`config.mk`:
```
export PLATFORM = sky130hd
export DESIGN_NAME = mesm6_prefetch
export DESIGN_NICKNAME = d
export VERILOG_FILES = /design/src/rtl/mesm6_prefetch.sv
export SDC_FILE = /design/constraint.sdc
export NUM_CORES = 1
export LEC_CHECK = 0
export BUFFER_PORTS_ARGS = -buffer_cell sky130_fd_sc_hd__buf_2
export CAP_MARGIN = 20
export CORE_UTILIZATION = 58
export CTS_CLUSTER_DIAMETER = 150
export CTS_CLUSTER_SIZE = 25
export DETAILED_ROUTE_END_ITERATION = 8
export PLACE_DENSITY = 0.8
export SLEW_MARGIN = 20
export SYNTH_ARGS = -nofsm -noshare
export SYNTH_HDL_FRONTEND = slang
export SYNTH_SLANG_ARGS = --single-unit
```
`constraint.sdc`:
```
create_clock -name clk -period 5.34 [get_ports clk]
set_input_delay 0.801 -clock clk [delete_from_list [all_inputs] [get_ports clk]]
set_output_delay 0.801 -clock clk [all_outputs]
set_load 0.02 [all_outputs]
```
`src/rtl/mesm6_prefetch.sv`:
```
// mesm6_prefetch
//   Instruction prefetch queue between the instruction bus and the mesm6 core
//   sequencer. Streams WORD_W-bit words from sequential word addresses into a
//   DEPTH-entry FIFO and presents them to the core one half-word opcode at a
//   time. A redirect (jump/interrupt) flushes the queue and restarts fetching
//   at the new target. A bus cycle still in flight at redirect is allowed to
//   complete, and its data is thrown away.
//
// Ports
//   clk           clock, rising edge
//   reset         asynchronous, active-high
//   redirect      load redirect_pc and flush the queue (highest priority)
//   redirect_pc   target half-word PC; bit 0 = 0 selects the left half
//   advance       core consumed the current opcode
//   opcode        current opcode (left half = word[47:24], right = word[23:0])
//   opcode_pc     half-word PC of opcode
//   opcode_valid  opcode/opcode_pc meaningful
//   ibus_fetch    fetch request, held until ibus_done
//   ibus_addr     fetch word address, stable while ibus_fetch = 1
//   ibus_input    fetched word, valid with ibus_done
//   ibus_done     fetch completes this cycle
module mesm6_prefetch #(
  parameter int DEPTH  = 4,
  parameter int ADDR_W = 15,
  parameter int WORD_W = 48
) (
  input  logic                clk,
  input  logic                reset,
  input  logic                redirect,
  input  logic [ADDR_W:0]     redirect_pc,
  input  logic                advance,
  output logic [WORD_W/2-1:0] opcode,
  output logic [ADDR_W:0]     opcode_pc,
  output logic                opcode_valid,
  output logic                ibus_fetch,
  output logic [ADDR_W-1:0]   ibus_addr,
  input  logic [WORD_W-1:0]   ibus_input,
  input  logic                ibus_done
);

  localparam int OP_W  = WORD_W / 2;
  localparam int PTR_W = (DEPTH > 1) ? $clog2(DEPTH) : 1;
  localparam logic [PTR_W:0] FULL = (PTR_W + 1)'(DEPTH);

  typedef enum logic [1:0] {IDLE, FETCH, DROP} state_t;

  state_t              state, state_nxt;
  logic [WORD_W-1:0]   mem [DEPTH];
  logic [PTR_W-1:0]    rd_ptr, wr_ptr;
  logic [PTR_W:0]      count, count_nxt;
  logic [ADDR_W:0]     rd_pc;
  logic [ADDR_W-1:0]   fetch_addr, fetch_addr_nxt, bus_addr;
  logic [WORD_W-1:0]   head;
  logic                take, push, pop;

  // DROP never holds data (the queue was flushed on entry), but the guard
  // keeps the core from seeing anything while a stale bus cycle drains.
  assign opcode_valid = (count != '0) && (state != DROP);
  assign opcode_pc    = rd_pc;
  assign head         = mem[rd_ptr];
  assign opcode       = rd_pc[0] ? head[OP_W-1:0] : head[WORD_W-1:OP_W];
  assign ibus_fetch   = (state != IDLE);
  assign ibus_addr    = bus_addr;

  // A redirect overrides both the core's advance and an arriving word.
  // Only the right half consumes a whole word, so only then is the head popped.
  assign take = advance && opcode_valid && !redirect;
  assign pop  = take && rd_pc[0];
  assign push = (state == FETCH) && ibus_done && !redirect;

  always_comb begin
    count_nxt = count;
    if (redirect) begin
      count_nxt = '0;
    end else begin
      case ({push, pop})
        2'b10:   count_nxt = count + (PTR_W + 1)'(1);
        2'b01:   count_nxt = count - (PTR_W + 1)'(1);
        default: count_nxt = count;
      endcase
    end
  end

  // Next state and next fetch address. The look-ahead on count_nxt lets a
  // fetch start the cycle right after a pop frees a slot, and stops issuing
  // once the word in flight will fill the last slot, so a full queue is
  // never pushed.
  always_comb begin
    state_nxt      = state;
    fetch_addr_nxt = fetch_addr;
    if (redirect) begin
      fetch_addr_nxt = redirect_pc[ADDR_W:1];
      case (state)
        IDLE:        state_nxt = FETCH;
        FETCH, DROP: state_nxt = ibus_done ? FETCH : DROP;
        default:     state_nxt = IDLE;
      endcase
    end else begin
      case (state)
        IDLE: begin
          if (count_nxt < FULL) state_nxt = FETCH;
        end
        FETCH: begin
          if (ibus_done) begin
            fetch_addr_nxt = fetch_addr + ADDR_W'(1);
            state_nxt      = (count_nxt < FULL) ? FETCH : IDLE;
          end
        end
        DROP: begin
          if (ibus_done) state_nxt = FETCH;
        end
        default: state_nxt = IDLE;
      endcase
    end
  end

  // Control registers. While a stale cycle drains (DROP) the bus address
  // must stay on the old word even though fetch_addr already holds the new
  // target.
  always_ff @(posedge clk or posedge reset) begin
    if (reset) begin
      state      <= IDLE;
      count      <= '0;
      rd_ptr     <= '0;
      wr_ptr     <= '0;
      rd_pc      <= '0;
      fetch_addr <= '0;
      bus_addr   <= '0;
    end else begin
      state      <= state_nxt;
      count      <= count_nxt;
      fetch_addr <= fetch_addr_nxt;
      bus_addr   <= (state_nxt == DROP) ? bus_addr : fetch_addr_nxt;
      if (redirect) begin
        rd_ptr <= '0;
        wr_ptr <= '0;
        rd_pc  <= redirect_pc;
      end else begin
        if (push) wr_ptr <= wr_ptr + PTR_W'(1);
        if (pop)  rd_ptr <= rd_ptr + PTR_W'(1);
        if (take) rd_pc  <= rd_pc + (ADDR_W + 1)'(1);
      end
    end
  end

  // Queue storage needs no reset; count gates every read.
  always_ff @(posedge clk) begin
    if (push) mem[wr_ptr] <= ibus_input;
  end

endmodule

```
Yosys cells after proc, flatten, opt, wreduce, memory -nomap -nowiden
Memories as Yosys holds them, arrays and structs flattened.
Index checks and enable logic that the tools add are counted.
Cells by class
  add/sub/neg operators: 6
  order comparisons: 1
  equality and inequality tests: 6
  muxes and demuxes: 22
  reductions and logical operators: 14
Operators with widths (number)
  $mux 15: 3
  $mux 16: 2
  $mux 24: 1
  $mux 2: 9
  $add 16x1->16 const B: 1
  $add 15x1->15 const B: 1
  $reduce_bool 2->1: 4
  $eq 2x2->1 const B: 3
  $logic_and 1x1->1: 6
  $pmux 2 s3: 1
  $pmux 3 s2: 1
  $add 2x1->2 const B: 2
  $eq 2x1->1 const B: 2
  $pmux 2 s2: 1
  $add 3x1->3 const B: 1
  $lt 3x3->1 const B: 1
  $mux 1: 3
  $mux 3: 1
  $reduce_bool 3->1: 1
  $sub 3x1->3 const B: 1
  $logic_not 2->1: 1
  $ne 2x2->1 const B: 1
  $reduce_or 2->1: 1
  $logic_not 1->1: 1
Storage, ports and cells
  register bits: 55
  bits in writable memories: 192
  bits of input ports: 69
  output and inout bits: 57
  logic and storage cells: 57
  memories kept: 1
Memories
  mem: words 4, width 48, read ports 1, clocked after Yosys merged registers in 0, write ports 1, RTL line 48  | logic [WORD_W-1:0] mem [DEPTH];

Depth between registers and ports, before layout
Gate-level depths: netlist of the first run.
  word-level depth: 14
  gate-level depth with buffers: 16
  mapped depth without buffers: 14

Worst setup path after synthesis of the first run
Ideal clock, no wire load.
  kind: input to register
  start point: input advance
  end point: register bus_addr[0] (netlist: ibus_addr[0])
  setup time: 0.125 ns
  arrival: 3.645 ns
  required time: 5.215 ns
  path slack: 1.569 ns
  stages: 14
  path buffers: 2
  cells stage by stage: nor3b_2 > nand2_1 > nor2_1 > ha_1 > xor2_1 > ha_1 > a21oi_2 > mux2i_2 > or4b_1 > nand3_2 > a21bo_1 > buf_6 > buf_12 > mux2_4
Between the ends
  elaborated cells between the ends (all ways): 14
  classes of those cells: 1 x order compare; 3 x eq/ne; 7 x mux; 3 x reduce/logical
RTL lines
  start: declaration: RTL line 31  | input logic advance,
  $logic_and 1x1->1 (*) (2 in a row): RTL line 67  | assign take = advance && opcode_valid && !redirect;
  $logic_and 1x1->1 (*): RTL line 68  | assign pop = take && rd_pc[0];
  $eq 2x1->1 or $eq 2x2->1 (tied branches): RTL line 76  | case ({push, pop})
  $pmux 3 s2 (*): RTL line 76
  $mux 3 (*): RTL line 73  | if (redirect) begin
  $lt 3x3->1 (*): RTL line 101  | if (count_nxt < FULL) state_nxt = FETCH;
  $mux 2 (*): RTL line 101
  $pmux 2 s3 (*): RTL line 99  | case (state)
  $mux 2 (*): RTL line 91  | if (redirect) begin
  net state_nxt[1]: RTL line 47  | state_t state, state_nxt;
  $eq 2x2->1 (*): RTL line 133  | bus_addr <= (state_nxt == DROP) ? bus_addr : fetch_addr_nxt;
  end signal: assignment: RTL line 133
  end: declaration: RTL line 52  | logic [ADDR_W-1:0] fetch_addr, fetch_addr_nxt, bus_addr;
Mark *: on every way through the listed nets, which the timed path passes. The rest lies on a longest branch.
A chain may end at the register's enable or synchronous reset.

Worst setup path after layout of the first run
  start point: register state[0]
  end point: register bus_addr[13] (netlist: ibus_addr[13])
Between the ends
  longest elaborated chain between the ends: 14
  elaborated cells between the ends (all ways): 26
  classes of those cells: 1 x order compare; 6 x eq/ne; 11 x mux; 8 x reduce/logical
Ends and longest elaborated chain
  start: declaration: RTL line 47
  start signal: assignment: RTL line 130  | state <= state_nxt;
  $ne 2x2->1: RTL line 58  | assign opcode_valid = (count != '0) && (state != DROP);
  $logic_and 1x1->1: RTL line 58
  $logic_and 1x1->1 (2 in a row): RTL line 67
  $logic_and 1x1->1: RTL line 68
  $eq 2x1->1 or $eq 2x2->1 (tied branches): RTL line 76
  $pmux 3 s2: RTL line 76
  $mux 3: RTL line 73
  $lt 3x3->1: RTL line 101, 106
  $mux 1: RTL line 106  | state_nxt = (count_nxt < FULL) ? FETCH : IDLE;
  $mux 2: RTL line 104  | if (ibus_done) begin
  $pmux 2 s3: RTL line 99
  $mux 2: RTL line 91
  $eq 2x2->1: RTL line 133
Several ways; a longest one is shown, not always the timed one.

==> results of run 1 <==
[per-stage QoR]
step                std cells  worst slack (ns)  total power, mW  utilization
finish                    918             1.063            3.935       0.6626
global route              918            0.8574            4.087       0.6626
CTS                       918             1.093            3.963       0.6626
detailed placement        897             1.075            2.960       0.6419
global placement          897             1.313            2.924       0.6419
floorplan                 562             1.569            2.745            -
[state kept, by name (all words and copies together) (netlist names)]
register	flops
ibus_addr	15
fetch_addr	15
wr_ptr	2
rd_ptr	2
count	3
mem	192
opcode_pc	16
state	2
[path summary, 6_finish.rpt]
kind / startpoint / endpoint / slack, ns / cells past startpoint
worst min register to register: ibus_addr[6] / ibus_addr[6] / 0.52 / 1
worst max-delay path: state[0] / ibus_addr[13] / 1.06 / 15
max in group asynchronous: reset / rd_ptr[0] / 4.33 / 3
worst min-delay path: reset / opcode_pc[2] / 0.50 / 3
min in group clk: ibus_addr[6] / ibus_addr[6] / 0.52 / 1
worst max register to register: state[0] / ibus_addr[13] / 1.06 / 15
[cells in the mapped netlist (3+ instances only)]
master | number | area share
and3_1 | 11 | 0.0068
buf_1 | 3 | 0.0011
inv_1 | 13 | 0.0048
nor2b_1 | 3 | 0.0018
ha_1 | 14 | 0.017
nand3_1 | 9 | 0.0044
xor2_1 | 18 | 0.015
nand4_1 | 7 | 0.0043
mux4_2 | 48 | 0.11
mux2_4 | 10 | 0.015
nor2_1 | 36 | 0.013
a21oi_1 | 21 | 0.010
o21ai_0 | 3 | 0.0015
mux2_2 | 43 | 0.048
clkbuf_1 | 20 | 0.0074
mux2i_1 | 4 | 0.0039
nor3_1 | 3 | 0.0015
edfxtp_1 | 192 | 0.57
nand2_1 | 13 | 0.0048
xnor2_1 | 14 | 0.012
dfrtp_1 | 55 | 0.14
[routing by layer]
metal | vias to the layer above | part of all wire | wire (um)
li1 | 2406 | - | -
met1 | 2733 | 0.41 | 7777
met2 | 162 | 0.51 | 9560
met3 | 33 | 0.058 | 1090
met4 | 2 | 0.022 | 423
met5 | - | 0.00064 | 12
[cell type report]
type                    instances  area (sq um)
clock inverters                 1         5.005
flip-flops and latches        247          7147
repair buffers                136         708.2
multi-input cells             276          2879
fillers                      1151          5816
inverters                      13         48.80
clock buffers                  20         351.6
well taps                     225         281.5
[power groups by stage]
| stage | Clock [mW] | Sequential (mW) | Combinational (mW) |
|---|---|---|---|
| 6_report | 1.02 | 2.30 | 0.617 |
| 5_1_grt | 1.11 | 2.31 | 0.671 |
| 4_1_cts | 1.04 | 2.30 | 0.622 |
| 3_5_place_dp | 0 | 2.34 | 0.619 |
| 3_3_place_gp | 0 | 2.33 | 0.594 |
| 2_1_floorplan | 0 | 2.37 | 0.377 |
[layout by cell type (no fill, tap or decap), drive strengths merged, types with 10 or more instances in the layout]
master	instances
a21oi	22
edfxtp	192
clkbuf	20
buf	136
nor2	36
nand2	13
inv	13
xnor2	14
xor2	18
nand3	10
mux2	53
and3	11
ha	14
mux4	48
dfrtp	55
[kinds of logic (layout without fill, tap and decap cells)]
group                      after synthesis  in the layout
DFF                                    247            247
muxes                                  106            106
and+or+nand+nor                         94             94
buffers and inverters                   39            170
xor gates and xnor gates                32             32
AOI/OAI and AO/OA                       30             30
adders and majority gates               14             14
[worst reg2reg max path: stages (launching register included)]
cell and delay (ns):
dfrtp_1 0.47, inv_1 0.10, ha_1 0.28, nor3b_2 0.20
buf_4 0.19, nand2_1 0.09, nor2_1 0.20, ha_1 0.27
xor2_1 0.10, ha_1 0.21, a21oi_2 0.13, mux2i_2 0.43
mux2i_1 0.26, a22o_1 0.18, a21bo_1 0.64, mux2_2 0.41
==> results_dict.tcl, run 1 <==
set metrics [dict create \
    outcome "finished, final reports clean" \
    cp.required_ns 5.71 \
    antenna_found_initial 2 \
    power_leakage_nw 4.125 \
    synth-seq-cells 247 \
    sw_frac_of_total 0.2525 \
    postCtsResizedCells 0 \
    synth_top_family_by_area "multiplexers" \
    design_area_sq_um 11420 \
    seq_power_share 0.584 \
    worstPathCellList "inv_1 -> ha_1 -> nor3b_2 -> buf_4 -> nand2_1 -> nor2_1 -> ha_1 -> xor2_1 -> ha_1 -> a21oi_2 -> mux2i_2 -> mux2i_1 -> a22o_1 -> a21bo_1 -> mux2_2" \
    avgSynthCellArea_sq_um 18.13 \
    netlist_area_sq_um 10190 \
    holdCritPathClass "primary input to async pin" \
    die_w_um 134.5 \
    synth_adder_area_share 0.01719 \
    htree_num_levels 1 \
    setup_viol 0 \
    pwr-share-comb 0.157 \
    fin_tns_setup_ns 0 \
    vdd_drop_max_v 0.0003789 \
    synth-simple-area-share 0.04679 \
    drive_above_1_share 0.3795 \
    synth_mux_area_frac 0.1737 \
    max_freq_ghz 0.2338 \
    finalHoldViolations 0 \
    detail_route.wl_per_cell_um 20.55 \
    drc 0 \
    overflow 0 \
    dr.pass1.iters 7 \
    nNetsFinal 770 \
    max_stage_delay_ns 0.64 \
    clk_pin_slew_ns 0.10 \
    drtAntennaViolNets 0 \
    start_util 0.5910 \
    syn_nets 645 \
    power.share.clock 0.259 \
    clock-skew-final_ns 0.02324 \
    async_flop_share 0.2227 \
    grt_max_degree 56 \
    globalplace.congestion 0.8095 \
    crit_buf_inv 2 \
    diodes 0 \
    cp_max_fo 15 \
    rows 48 \
    cp_common_cell "ha_1" \
    gr-max-usage-layer "met2" \
    relSlewSlack 0.3242 \
    drt_wl_total_um 18860 \
    use_met3 0.04505 \
    p_per_area_nw_per_um2 344.5 \
    worst_slew_pin_slew_ns 1.014 \
    whs_ns 0.4993 \
    finalMaxSlewViolations 0 \
    synth_top_flop_cell "edfxtp_1" \
    cts_setup_buffers 0 \
    cp_top_family "multiplexers" \
    synth_compound_area_frac 0.01695 \
    endpoint_kind "register" \
    period_share 0.8010 \
    viasPerCell 5.813 \
    clkLatencyLatePin_ns 0.48 \
    cts-root-buf "clkbuf_16" \
    synth-xor-area-share 0.02751 \
    startpoint_type "register" \
    dp_hpwl_um 12310 \
    crit_type "register to register" \
    hold_buffers 0 \
    cts.sinks 247 \
    cp.arrival_ns 4.65 \
    p_switching_uw 993.4 \
    placed_area_sq_um 11060 \
    max-cap-violations 0 \
    ctsLongestPathBuffers 3 \
    synth_cell_types 41 \
    yosysWarnings 0 \
    ys_seq_area_frac 0.7011 \
    crit_slowest_cell "a21bo_1" \
    met2_usage 0.3705 \
    drtIter0Drc 312 \
    core_area_sq_um 17240 \
    grtUsageTotal 0.2192 \
    cts_made_buffers 13 \
    die_area_sq_um 18100 \
    grt_first_pass_wirelength_um 29910 \
    finalCriticalPeriod_ns 4.277 \
    io_buffers 125 \
    io_pins 126 \
    grtUsageMet1 0.2912 \
    p_int_mw 2.941 \
    grt_pass1_vias 5530 \
    syn_to_final_growth_pct 12.11 \
    route.vias.total 5336 \
    rsz0062_at_grt "false" \
    synthCells 562 \
    die_y_um 134.5 \
    cts_tree "yes" \
    synth_edf_count 192 \
]
No activity file was read; power rests on OpenSTA's default activity.
==> run 2: changes to the inputs <==
- ABC_AREA: not set -> 1
- clock period: 5.34 -> 4.3 ns (I/O delays scaled with it)
==> run 2 against run 1 <==
  * Power is 31% higher
  * Sequential power increased by 24%
  * Synthesized cell count rose by 67%
  * Design area up 2.9%
  * Die area rose by 3.3%
  * Critical path depth fell by 9
  * Register-to-register slack got worse by 0.07 ns
  * Largest cell class unchanged
  * Highest routed layer is now met4
==> results_dict.tcl, run 2 <==
set metrics [dict create \
    outcome "finished, final reports clean" \
    postCtsResizedCells 0 \
    grt_max_degree 97 \
    grtUsageTotal 0.2403 \
    worst_slew_pin_slew_ns 0.9667 \
    largest-register "mem" \
    synth-seq-cells 247 \
    endpoint_kind "output pin" \
    p_per_area_nw_per_um2 438.4 \
    relSlewSlack 0.3555 \
    antenna_found_initial 1 \
    hold_buffers 0 \
    nNetsFinal 1128 \
    max-cap-violations 0 \
    dr.pass1.iters 5 \
    cts.sinks 247 \
    cts-root-buf "clkbuf_16" \
    power_leakage_nw 4.607 \
    drtAntennaViolNets 0 \
    clk_pin_slew_ns 0.11 \
    final_common_cell "edfxtp_1" \
    avgSynthCellArea_sq_um 11.24 \
    die_w_um 136.7 \
    mostFrequentLayoutCells "192 x edfxtp_1, 186 x nor2_1, 125 x buf_2, 109 x o21ai_0, 94 x nand2_1" \
    synth_edf_count 192 \
    cp_max_fo 96 \
    overflow 0 \
    cts_setup_buffers 0 \
    grt_first_pass_wirelength_um 34290 \
    io_pins 126 \
    ctsLongestPathBuffers 3 \
    globalplace.congestion 0.8521 \
    clock-skew-final_ns 0.03624 \
    drt_wl_total_um 22140 \
    async_flop_share 0.2227 \
    worstPathCellList "buf_4 -> o21ai_0 -> o22ai_1 -> nor2_1 -> a31oi_1 -> buf_2" \
    total_power_mw 5.151 \
    cp.required_ns 3.65 \
    core_area_sq_um 17540 \
    placed_cells_incl_taps 1255 \
    startpoint_type "register" \
    setup_viol 0 \
    clkLatencyLatePin_ns 0.49 \
    synth.most_common_cell "edfxtp_1" \
    crit_type "register to output pin" \
    rows 48 \
    grt_pass1_vias 6970 \
    holdCritPathClass "primary input to async pin" \
    largest_reg_flops 192 \
    drtIter0Drc 574 \
    synthCells 937 \
    yosysWarnings 0 \
    synth_top_area_frac 0.5476 \
    max_stage_delay_ns 0.73 \
    drc 0 \
    die_area_sq_um 18700 \
    syn_nets 1020 \
    viasPerCell 5.722 \
    yosysTopAreaCell "edfxtp_1" \
    vdd_drop_max_v 0.0004755 \
    finalHoldViolations 0 \
    synth_top_flop_cell "edfxtp_1" \
    die_y_um 136.7 \
    htree_num_levels 1 \
    cp.arrival_ns 2.70 \
    synth_cell_types 43 \
    start_util 0.6004 \
    finalCriticalPeriod_ns 3.341 \
    period_share 0.7769 \
    route.vias.total 7324 \
    crit_slowest_cell "buf_4" \
    dp_hpwl_um 13990 \
    synth.area.top_cells "edfxtp_1 55%, dfrtp_1 13%, nor2_1 6.8%, o21ai_0 5.2%, nand2_1 3.4%" \
    finalMaxSlewViolations 0 \
    ys_seq_area_frac 0.6783 \
    reg2reg_setup_slack_ns 0.99 \
    syn_to_final_growth_pct 11.59 \
    reg2reg_depth 21 \
    netlist_area_sq_um 10530 \
    drive_above_1_share 0.1911 \
    r2r-start "state[0]" \
    netlist_top_cells_count "192 x edfxtp_1, 190 x nor2_1, 109 x o21ai_0" \
    placed_area_sq_um 11380 \
    io_buffers 125 \
    max_freq_ghz 0.2993 \
    layout.cells.non_filler 1280 \
    design_area_sq_um 11750 \
    detail_route.wl_per_cell_um 17.29 \
    fin_tns_setup_ns 0 \
    r2r-end "ibus_addr[6]" \
    rsz0062_at_grt "false" \
    cts_tree "yes" \
    cts_made_buffers 13 \
]
==> run 2: worst max path at each step <==
stage	start	endpoint	slack [ns]	depth (start not counted)
floorplan	redirect	mem[0][0]	0.69	4
global placement	ibus_done	ibus_addr[11]	1.12	19
detailed placement	ibus_done	ibus_addr[6]	0.99	19
CTS	state[1]	ibus_addr[6]	0.99	20
global route	state[1]	ibus_addr[9]	0.71	20
finish	rd_ptr[0]	opcode[12]	0.96	6
==> run 2: critical path, delay by kind of cell (launching register included) <==
kind	cells	cell delay (ns)
AND/OR/NAND/NOR	1	0.06
flip-flops	1	0.39
AO/OA/AOI/OAI	3	0.75
buffers and inverters	2	0.96
==> run 2: layout make-up <==
type,instances,area (sq um)
tap,225,281.5
fill,1283,5788
inverter,58,220.2
sequential,247,7143
multi-input combinational,586,2975
clock inverter,2,13.76
antenna,3,7.507
timing repair buffer,139,755.7
clock buffer,20,351.6
==> run 2: cells by family after synthesis <==
family                     Yosys count  share of synthesized area
adders and majority gates           14                    0.01664
buffers and inverters              104                    0.04195
xor gates and xnor gates            10                   0.008319
AOI/OAI and AO/OA                  201                     0.1081
DFF                                247                     0.6783
and+or+nand+nor                    361                     0.1466
==> run 2: routing by layer <==
metal | wire (um) | track usage | up-vias
met5 | 0 | 0 | -
met4 | 546 | 0.08272 | 0
met1 | 9093 | 0.3055 | 3548
li1 | - | - | 3486
met2 | 11200 | 0.4250 | 250
met3 | 1292 | 0.03000 | 40
==> run 2: report_power, final <==
part	internal [mW]	switching, mW	total [mW]
clock network	0.577	0.701	1.28
registers	2.74	0.102	2.85
logic	0.314	0.712	1.03
total	3.64	1.52	5.15
==> run 2: metrics by stage <==
step                      hold slack [ns]  worst slack (ns)    util
after floorplan                    0.5154            0.6861       -
after global placement             0.4939             1.123  0.6487
after detailed placement           0.4967            0.9851  0.6487
after CTS                          0.2273            0.9879  0.6695
after global routing               0.2612            0.7090  0.6695
final                              0.2116            0.9592  0.6699
==> run 3: changes to the inputs <==
- CORE_UTILIZATION: 58 -> 52
- PLACE_DENSITY: 0.8 -> 0.75
- clock period: 4.3 -> 2.98 ns (I/O delays scaled with it)
==> run 3 against run 2 <==
  * Worst setup slack worse by 0.81 ns
  * Combinational power up 58%
  * Sequential power up 44%
  * Wire length up 2.5%
  * Die area up 11%
  * Cell count up 4.4%
  * Design area up 2.6%
  * Register-to-register slack worse by 0.84 ns
  * Highest routed layer is now met5
  * Power up 47%
==> results_dict.tcl, run 3 (synthesized netlist as in run 2, its figures left out) <==
set metrics [dict create \
    holdCritPathClass "primary input to async pin" \
    placed_area_sq_um 11570 \
    detail_route.wl_per_cell_um 16.98 \
    total_power_mw 7.554 \
    clkLatencyLatePin_ns 0.48 \
    final_util 0.6134 \
    startpoint_type "register" \
    start_util 0.5357 \
    finalCriticalPeriod_ns 2.834 \
    cp.required_ns 3.35 \
    cp.arrival_ns 3.21 \
    clk_pin_slew_ns 0.11 \
    drive_above_1_share 0.2107 \
    drtAntennaViolNets 0 \
    max_freq_ghz 0.3528 \
    vdd_drop_max_v 0.0003972 \
    grt_max_degree 49 \
    io_pins 126 \
    fill_cells 1562 \
    r2r-start "state[0]" \
    placed_cells_incl_taps 1306 \
    cts_tree "yes" \
    core_area_sq_um 19650 \
    finalMaxSlewViolations 0 \
    worst_slew_pin_slew_ns 0.5867 \
    largest_reg_flops 192 \
    reg2reg_depth 21 \
    grt_pass1_vias 6989 \
    p_per_area_nw_per_um2 626.5 \
    setup_viol 0 \
    io_buffers 125 \
    dr.pass1.iters 5 \
    max_stage_delay_ns 0.40 \
    viasPerCell 5.478 \
    final_common_cell "edfxtp_1" \
    power_leakage_nw 4.709 \
    ctsLongestPathBuffers 3 \
    dp_hpwl_um 14190 \
    relSlewSlack 0.6083 \
    outcome "finished, final reports clean" \
    htree_num_levels 1 \
    worstPathCellList "inv_2 -> ha_4 -> a31oi_4 -> nand2_4 -> nor2_8 -> nand2_2 -> clkinvlp_4 -> ha_4 -> xor2_2 -> ha_1 -> inv_1 -> nand2_1 -> nand3_1 -> nand3_2 -> nand3_1 -> nand2_1 -> nand3_2 -> nand2_4 -> nand2_8 -> nand2_1 -> nand2_1" \
    largest-register "mem" \
    cp_common_cell "nand2_1" \
    nNetsFinal 1145 \
    die_y_um 144.3 \
    drtIter0Drc 486 \
    fin_tns_setup_ns 0 \
    design_area_sq_um 12060 \
    cp_top_family "simple AND/OR/NAND/NOR gates" \
    antenna_found_initial 3 \
    finalHoldViolations 0 \
    cts_made_buffers 13 \
    crit_type "register to register" \
    cts-root-buf "clkbuf_16" \
    r2r-end "ibus_addr[12]" \
    clock-skew-final_ns 0.02594 \
    syn_to_final_growth_pct 14.51 \
    crit_slowest_cell "dfrtp_1" \
    grtUsageTotal 0.2206 \
    die_w_um 144.3 \
    globalplace.congestion 0.8703 \
    rows 51 \
    cts.sinks 247 \
    die_area_sq_um 20820 \
    cp_max_fo 15 \
    crit_buf_inv 3 \
    period_share 0.9511 \
    drc 0 \
    grt_first_pass_wirelength_um 35190 \
    drt_wl_total_um 22690 \
    endpoint_kind "register" \
    route.vias.total 7319 \
    layout.cells.non_filler 1336 \
    overflow 0 \
    max-cap-violations 0 \
    mostFrequentLayoutCells "192 x edfxtp_1, 185 x nor2_1, 125 x buf_2, 109 x o21ai_0, 93 x nand2_1" \
    reg2reg_setup_slack_ns 0.15 \
]
==> run 3: area by class of cell <==
type                       instances  area, sq um  area share
clock buffer                      20        351.6     0.02916
multi-input combinational        586         3027      0.2510
antenna                            3        7.507   0.0006227
clock inverter                     1        5.005   0.0004151
sequential                       247         7144      0.5926
inverter                          58        224.0     0.01858
timing repair buffer             156        965.9     0.08012
tap                              265        331.6     0.02750
==> run 3: timing repair <==
item | in CTS | in global routing
buffers inserted | 2 | 4
hold buffers | 0 | 0
gates resized for setup | 3 | 10
endpoints found under the setup margin | 15 | 17
==> run 3: per-layer routing <==
layer / wire length (um) / vias to the layer above / track usage
met2: 11340 / 225 / 0.3768
met4: 431 / 2 / 0.06537
met5: 13 / - / 0
li1: - / 3524 / -
met3: 1324 / 30 / 0.03709
met1: 9580 / 3538 / 0.2896
==> run 3: power by group <==
part	internal, mW	switching, mW	total [mW]
Sequential	3.96	0.143	4.10
Clock	0.826	0.998	1.82
Combinational	0.552	1.08	1.63
Total	5.34	2.22	7.55
==> run 3: worst max-delay path by stage <==
stage | start | endpoint | slack [ns] | depth (start not counted)
floorplan | state[1] | mem[0][0] | -0.62 | 6
global placement | state[0] | ibus_addr[14] | 0.03 | 21
detailed placement | state[0] | ibus_addr[12] | -0.11 | 21
CTS | state[0] | ibus_addr[8] | 0.03 | 21
global route | state[0] | ibus_addr[10] | -0.04 | 21
finish | state[0] | ibus_addr[12] | 0.15 | 21
==> run 3: metrics by stage <==
stage,worst slack (ns),hold WS [ns]
after floorplan,-0.6201,0.5154
after global placement,0.03339,0.4962
after detailed placement,-0.1074,0.4918
after CTS,0.03414,0.02900
after global routing,-0.03565,0.06158
final,0.1458,0.02447
